$ cat src/rtl/calc_ctrl.sv
// calc_ctrl: button conditioning plus the A/B/result sequencer for the 4-bit calculator.
// calc_btn turns a raw button into a one-cycle press pulse: synchronizer, debouncer, edge detect.
module calc_btn #(
    parameter int SYNC_STAGES = 2,
    parameter int DB_CYCLES   = 4
) (
    input  logic clk,
    input  logic reset_n,
    input  logic btn,
    output logic pulse
);

    localparam int CNT_W = $clog2(DB_CYCLES + 1);
    localparam logic [CNT_W-1:0] CNT_LAST = CNT_W'(DB_CYCLES - 1);

    logic [SYNC_STAGES-1:0] sync_q;
    logic [CNT_W-1:0]       cnt_q;
    logic                   db_q;
    logic                   db_d_q;
    logic                   pulse_q;
    logic                   synced;

    assign synced = sync_q[SYNC_STAGES-1];
    assign pulse  = pulse_q;

    // Synchronize the raw button, debounce the synced level, and register its rising edge.
    always_ff @(posedge clk or negedge reset_n) begin
        if (!reset_n) begin
            sync_q  <= '0;
            cnt_q   <= '0;
            db_q    <= 1'b0;
            db_d_q  <= 1'b0;
            pulse_q <= 1'b0;
        end else begin
            sync_q <= {sync_q[SYNC_STAGES-2:0], btn};
            if (synced == db_q) begin
                cnt_q <= '0;
            end else if (cnt_q == CNT_LAST) begin
                db_q  <= synced;
                cnt_q <= '0;
            end else begin
                cnt_q <= cnt_q + 1'b1;
            end
            db_d_q  <= db_q;
            pulse_q <= db_q & ~db_d_q;
        end
    end

endmodule

module calc_ctrl #(
    parameter int SYNC_STAGES = 2,
    parameter int DB_CYCLES   = 4
) (
    input  logic       clk,
    input  logic       reset_n,
    input  logic [3:0] sw,
    input  logic       op_sw,
    input  logic       interp_sw,
    input  logic       btn_enter,
    input  logic       btn_clear,
    output logic [3:0] x,
    output logic       interp,
    output logic       ovf,
    output logic [2:0] state_led
);

    typedef enum logic [2:0] {
        ENTER_A  = 3'b001,
        ENTER_B  = 3'b010,
        SHOW_RES = 3'b100
    } state_t;

    state_t     state_q, state_n;
    logic [3:0] a_q, a_n, b_q, b_n, r_q, r_n;
    logic       ovf_q, ovf_n, int_q, int_n;
    logic       enter_p, clear_p;
    logic [4:0] add_full;
    logic [3:0] res;
    logic       ovf_calc;

    calc_btn #(.SYNC_STAGES(SYNC_STAGES), .DB_CYCLES(DB_CYCLES)) u_enter (
        .clk     (clk),
        .reset_n (reset_n),
        .btn     (btn_enter),
        .pulse   (enter_p)
    );

    calc_btn #(.SYNC_STAGES(SYNC_STAGES), .DB_CYCLES(DB_CYCLES)) u_clear (
        .clk     (clk),
        .reset_n (reset_n),
        .btn     (btn_clear),
        .pulse   (clear_p)
    );

    // Result and overflow for the current A and the live switches (B being entered).
    always_comb begin
        add_full = {1'b0, a_q} + {1'b0, sw};
        res      = '0;
        ovf_calc = 1'b0;
        if (op_sw) begin
            res = a_q - sw;
            if (interp_sw) ovf_calc = (a_q[3] != sw[3]) && (res[3] != a_q[3]);
            else           ovf_calc = (a_q < sw);
        end else begin
            res = add_full[3:0];
            if (interp_sw) ovf_calc = (a_q[3] == sw[3]) && (res[3] != a_q[3]);
            else           ovf_calc = add_full[4];
        end
    end

    // Next-state and register-load decisions; clear takes priority over enter.
    always_comb begin
        state_n = state_q;
        a_n     = a_q;
        b_n     = b_q;
        r_n     = r_q;
        ovf_n   = ovf_q;
        int_n   = int_q;
        if (clear_p) begin
            state_n = ENTER_A;
            a_n     = '0;
            b_n     = '0;
            r_n     = '0;
            ovf_n   = 1'b0;
            int_n   = 1'b0;
        end else if (enter_p) begin
            case (state_q)
                ENTER_A: begin
                    a_n     = sw;
                    state_n = ENTER_B;
                end
                ENTER_B: begin
                    b_n     = sw;
                    r_n     = res;
                    ovf_n   = ovf_calc;
                    int_n   = interp_sw;
                    state_n = SHOW_RES;
                end
                SHOW_RES: state_n = ENTER_A;
                default:  state_n = ENTER_A;
            endcase
        end
    end

    // State and operand/result registers.
    always_ff @(posedge clk or negedge reset_n) begin
        if (!reset_n) begin
            state_q <= ENTER_A;
            a_q     <= '0;
            b_q     <= '0;
            r_q     <= '0;
            ovf_q   <= 1'b0;
            int_q   <= 1'b0;
        end else begin
            state_q <= state_n;
            a_q     <= a_n;
            b_q     <= b_n;
            r_q     <= r_n;
            ovf_q   <= ovf_n;
            int_q   <= int_n;
        end
    end

    // Display outputs: live switches while entering, registered result while showing.
    always_comb begin
        state_led = state_q;
        if (state_q == SHOW_RES) begin
            x      = r_q;
            interp = int_q;
            ovf    = ovf_q;
        end else begin
            x      = sw;
            interp = interp_sw;
            ovf    = 1'b0;
        end
    end

endmodule

$ cat config.mk
export PLATFORM = sky130hd
export DESIGN_NAME = calc_ctrl
export DESIGN_NICKNAME = d
export VERILOG_FILES = /design/src/rtl/calc_ctrl.sv
export SDC_FILE = /design/constraint.sdc
export NUM_CORES = 1
export LEC_CHECK = 0
export CELL_PAD_IN_SITES_DETAIL_PLACEMENT = 1
export CELL_PAD_IN_SITES_GLOBAL_PLACEMENT = 2
export CORE_UTILIZATION = 30
export CTS_BUF_LIST = sky130_fd_sc_hd__clkbuf_2 sky130_fd_sc_hd__clkbuf_4 sky130_fd_sc_hd__clkbuf_8
export DETAILED_ROUTE_END_ITERATION = 16
export PLACE_DENSITY_LB_ADDON = 0.1
export SETUP_SLACK_MARGIN = 0.2
export SKIP_CTS_REPAIR_TIMING = 1
export SYNTH_ARGS = -nofsm -noshare
export SYNTH_HDL_FRONTEND = slang
export SYNTH_SLANG_ARGS = --single-unit
$ cat constraint.sdc
create_clock -name clk -period 2.81 [get_ports clk]
set_clock_uncertainty 0.05 [all_clocks]
set_input_delay 0.4215 -clock clk [delete_from_list [all_inputs] [get_ports clk]]
set_output_delay 0.4215 -clock clk [all_outputs]
set_load 0.005 [all_outputs]
### Yosys cells after proc, flatten, opt, wreduce, memory -nomap -nowiden

Index checks and enable logic that the tools add are counted.

* flip-flop bits (word level): 29
* input port bits: 10
* output and inout port bits: 9
* word-level logic and storage cells: 72

* add/sub/neg operators: 4
* magnitude comparators: 1
* equal/unequal tests: 11
* mux-type cells: 26
* bitwise operators: 6
* reduce and logical (&&, ||, !) cells: 9

Operators with widths (number)
* $mux 4: 8
* $mux 3: 6
* $mux 1: 11
* $eq 3x2->1 const B: 3
* $reduce_and 2->1: 4
* $add 3x1->3 const B: 2
* $pmux 3 s2: 1
* $reduce_bool 2->1: 3
* $add 4x4->5: 1
* $lt 4x4->1: 1
* $not 1->1: 4
* $sub 4x4->4: 1
* $eq 1x1->1: 3
* $eq 3x1->1 const B: 1
* $eq 3x3->1 const B: 1
* $ne 1x1->1: 3
* $and 1x1->1: 2
* $logic_and 1x1->1: 2

### Logic depth before layout (Yosys ltp)

* word-level depth: 8
* gate-level depth with buffers: 8
* depth with buffers taken out: 8

### By module

From an unflattened synthesis, not the netlist that was laid out.

* cells, all modules: 138
* area, all modules: 1546.5 um^2

Modules (own cells, without submodules)
* calc_ctrl: times used 1, cells each 106, area an instance 991.0 um^2, sequential area each 326.6 um^2
* calc_btn: times used 2, cells each 16, area an instance 277.8 um^2, sequential area each 200.2 um^2

### Worst setup path before layout

No wires, ideal clock.

* path type: input -> register
* from: input port sw[2]
* to: register r_q[3]
* setup time: 0.111 ns
* arrival time: 1.648 ns
* data required time: 2.649 ns
* path slack: 1.000 ns
* stages: 6
* buffers on the path: 0
* cells stage by stage: inv_1 -> ha_1 -> nor3b_2 -> nor3_2 -> mux2_2 -> a2111oi_2

* longest elaborated chain between the ends: 5
* elaborated cells on any way between the ends: 6
* classes of those cells: add/sub (2); mux (4)

Ends and longest elaborated chain
* start, declared: line 57 `input logic [3:0] sw,`
* $add 4x4->5 / $sub 4x4->4 (equally long branches): line 98, 102
* $mux 4 *: line 101 `if (op_sw) begin`
* $mux 4 *: line 128 `case (state_q)`
* $mux 4 *: line 127 `end else if (enter_p) begin`
* $mux 4 *: line 120 `if (clear_p) begin`
* end signal, assigned: line 159 `r_q <= r_n;`
* end, declared: line 75 `logic [3:0] a_q, a_n, b_q, b_n, r_q, r_n;`

Mark *: on every way between the ends. The rest lies on a longest branch, timed or not. The select of a mux whose other input is x is not followed.
A chain may end at the register's enable or synchronous reset.

### Worst setup path in the final report

* from: register state_q[2] (netlist: state_led[2])
* to: output port interp

* longest elaborated chain between the ends: 2

Ends and longest elaborated chain
* start, declared: line 74 `state_t state_q, state_n;`
* start signal, assigned: line 156 `state_q <= state_n;`
* $eq 3x3->1: line 168 `if (state_q == SHOW_RES) begin`
* $mux 1: line 168
* end, declared: line 63 `output logic interp,`

Every way passes these cells.

==> metrics.md <==
| Metric | Value |
|---|---|
| Status | `complete, no violations` |
| TNS Setup | `0 ps` |
| Synthesized area | `0.00151 mm2` |
| CTS H-tree lvls | `2` |
| Hold Path Origin | `u_clear.sync_q[0]` |
| Post-DP HPWL | `2.43 mm` |
| Sw power | `535 uW` |
| Die Ht | `72.9 um` |
| TritonCTS Buffers | `5` |
| CP Capture Type | `output port` |
| Min Tclk post-route | `2460 ps` |
| Hold WS | `300 ps` |
| Hold Path Class | `register to register` |
| Static leakage | `0.830 nW` |
| Internal power | `1.09 mW` |
| Proportion of layout cells with a drive suffix above 1 | `14.2%` |
| Area Growth Syn to Fin | `25.9%` |
| Nets@finish | `183` |
| Clk root buf | `clkbuf_8` |
| R2r worst-path depth | `6` |
| Post-route ant nets | `0` |
| CP Max Fanout | `9` |
| DIE AREA | `0.00532 mm2` |
| Synth Register Bits | `29` |
| FF-to-FF setup slack | `890 ps` |
| Core box area | `0.00479 mm2` |
| Maxcap violations | `0` |
| Sequential area share after synthesis | `48.2%` |
| Sw Share | `33.0%` |
| Initial Util | `31.5%` |
| CTS Buffer Depth | `2` |
| DRT Pass-1 Iters | `4` |
| Cell Rows | `25` |
| Reg power frac | `41.4%` |
| Data required, critical path | `2340 ps` |
| Remaining DRCs | `0` |
| Pwr/cell area | `855 mW/mm2` |
| Overall Global Routing Usage | `14.6%` |
| Synth cell types | `32` |
| VDD IR-drop max | `0.378 mV` |
| Antenna Cells | `0` |
| First-pass GRT wire length | `5.62 mm` |
| Detailed-route via count | `1069` |
| Io pins | `19` |
| Synth Warn # | `0` |
| Syn nets | `158` |
| Largest net degree at the start of global routing | `30` |
| CTS clk-pin slew, worst paths | `60 ps` |
| Final Hold Vio Count | `0` |
| Avg Cell Area, Syn | `11.1 um2` |
| Setup crit start kind | `register` |
| Drt wl/cell | `14.0 um` |
| Worst Tran Pin Value | `598 ps` |
| Clock Latency Late Sink | `270 ps` |
| Initial antenna violation count | `0` |
| CTS tree | `yes` |
| Num Clock Sinks | `29` |
| Worst Hold Path EP | `u_clear.sync_q[1]` |
| RR Startpoint | `a_q[2]` |
| Endpoints failing setup | `0` |
| Critical path class | `register to output port` |
| Number of global-route vias before repair | `1167` |
| Rel. slew slack | `60.0%` |
| GPL Wtd Cong | `0.809` |
| IO buf count | `18` |
| Comb pwr share | `31.1%` |
| DR iter-0 viols | `32` |
| Period utilization | `87.4%` |
| Hold path depth | `0` |
| Post-Synthesis Cells | `136` |
| Unrepaired setup endpoints after global routing | `false` |
| Pins Over Slew Limit | `0` |
| Reg2reg end | `ovf_q` |
| Clock Power Share | `27.5%` |
| Die width | `72.9 um` |
| Post-Route WL | `3.20 mm` |
| Fmax | `407 MHz` |
| GR Overflow Total | `0` |
| Crit path arrival time | `1980 ps` |
| Fill count | `533` |
| Via/cell ratio | `4.67` |
layout make-up:
cell class | count | area [um2] | share of cell area, %
multi-input combinational | 96 | 739 | 38.9
inverter | 9 | 33.8 | 1.78
timing repair buffer | 20 | 195 | 10.3
clock buffer | 6 | 82.6 | 4.35
tap | 67 | 83.8 | 4.41
clock inverter | 2 | 37.5 | 1.98
sequential | 29 | 727 | 38.3
power by group through the flow:
stage	Sequential, mW	Clock (mW)	Combinational [mW]
after detailed placement	0.686	0	0.517
after CTS	0.679	0.464	0.521
after floorplan	0.630	0	0.384
after global placement	0.675	0	0.501
final	0.672	0.446	0.505
after global routing	0.699	0.480	0.576
cell families after synthesis:
group / after synthesis / synth area share [%]
compound gates: 22 / 9.20
xor+xnor: 5 / 2.90
fa+ha+maj: 12 / 10.9
buf+inv: 11 / 2.82
flops: 29 / 48.2
mux: 9 / 6.38
simple gates: 48 / 19.6
through the flow:
stage | area, um2 | setup WS [ps] | cells | util, % | total power [mW]
2_1_floorplan | 1510 | 1000 | 136 | - | 1.01
4_1_cts | 1900 | 315 | 229 | 39.7 | 1.66
6_report | 1900 | 355 | 229 | 39.7 | 1.62
5_1_grt | 1900 | 240 | 229 | 39.7 | 1.76
3_5_place_dp | 1780 | 279 | 221 | 37.2 | 1.20
3_3_place_gp | 1780 | 372 | 221 | 37.2 | 1.18
sequential cells by signal (all words and copies together) (netlist names), 2 cells and up:
register	count
u_clear.sync_q	2
u_clear.cnt_q	3
u_enter.cnt_q	3
u_enter.sync_q	2
a_q	4
r_q	4
state_led	3
synth_stat cells, drive strengths merged:
| cell type | n | area [um2] |
|---|---|---|
| a2111oi | 1 | 15.0 |
| a21oi | 10 | 50.1 |
| a311oi | 1 | 8.76 |
| a31oi | 1 | 6.26 |
| and2 | 1 | 6.26 |
| buf | 1 | 5.00 |
| clkbuf | 1 | 3.75 |
| dfrtp | 28 | 701 |
| dfstp | 1 | 26.3 |
| fa | 2 | 40.0 |
| ha | 10 | 125 |
| inv | 9 | 33.8 |
| mux2 | 5 | 56.3 |
| mux2i | 4 | 40.0 |
| nand2 | 10 | 37.5 |
| nand3 | 1 | 5.00 |
| nor2 | 16 | 60.1 |
| nor2b | 7 | 43.8 |
| nor3 | 4 | 30.0 |
| nor3b | 5 | 47.5 |
| nor4b | 2 | 47.6 |
| o21a | 1 | 7.51 |
| o21ai | 4 | 20.0 |
| o21bai | 3 | 22.5 |
| o311ai | 1 | 8.76 |
| or2b | 1 | 7.51 |
| or4b | 1 | 10.0 |
| xnor2 | 4 | 35.0 |
| xor2 | 1 | 8.76 |
placed cells by master, fill, tap and decap left out, types with 2 or more instances in the layout:
master           synthesis  layout
a21oi_1                 10      10
inv_1                    9       9
ha_1                    10      10
dfrtp_1                 28      28
buf_4                    0       2
xnor2_1                  4       4
nand2_1                 10      10
nor2b_1                  7       7
nor3_1                   2       2
nor3b_2                  2       2
nor3b_1                  3       3
clkbuf_8                 0       6
nor2_1                  16      16
clkdlybuf4s50_1          0      18
fa_1                     2       2
nor4b_4                  2       2
nor3_2                   2       2
mux2_2                   5       5
mux2i_1                  4       4
o21ai_0                  3       3
o21bai_1                 3       3
worst max-delay path, stage by stage (launching register included):
cell,delay (ps)
dfrtp_1,520
nor3b_2,220
buf_4,190
mux2_2,340
clkdlybuf4s50_1,450
how the worst max path moves through the flow:
stage / startpoint / endpoint / slack [ps] / cells past startpoint
floorplan: sw[2] / r_q[3] / 1000 / 6
global placement: sw[2] / ovf_q / 370 / 8
detailed placement: sw[2] / ovf_q / 280 / 8
CTS: state_led[2] / interp / 310 / 4
global route: state_led[2] / interp / 240 / 4
finish: state_led[2] / interp / 350 / 4
per-layer routing:
layer  up-vias  part of all wire (%)  wire (um)  GRT usage, %
met5         -                     0          0             0
met4         0                   1.3         40          5.88
met3         5                   2.3         73          4.14
met2        12                    49       1580          24.2
met1       543                    47       1510          17.8
li1        509                     -          -             -
No activity file was read; power rests on OpenSTA's default activity.
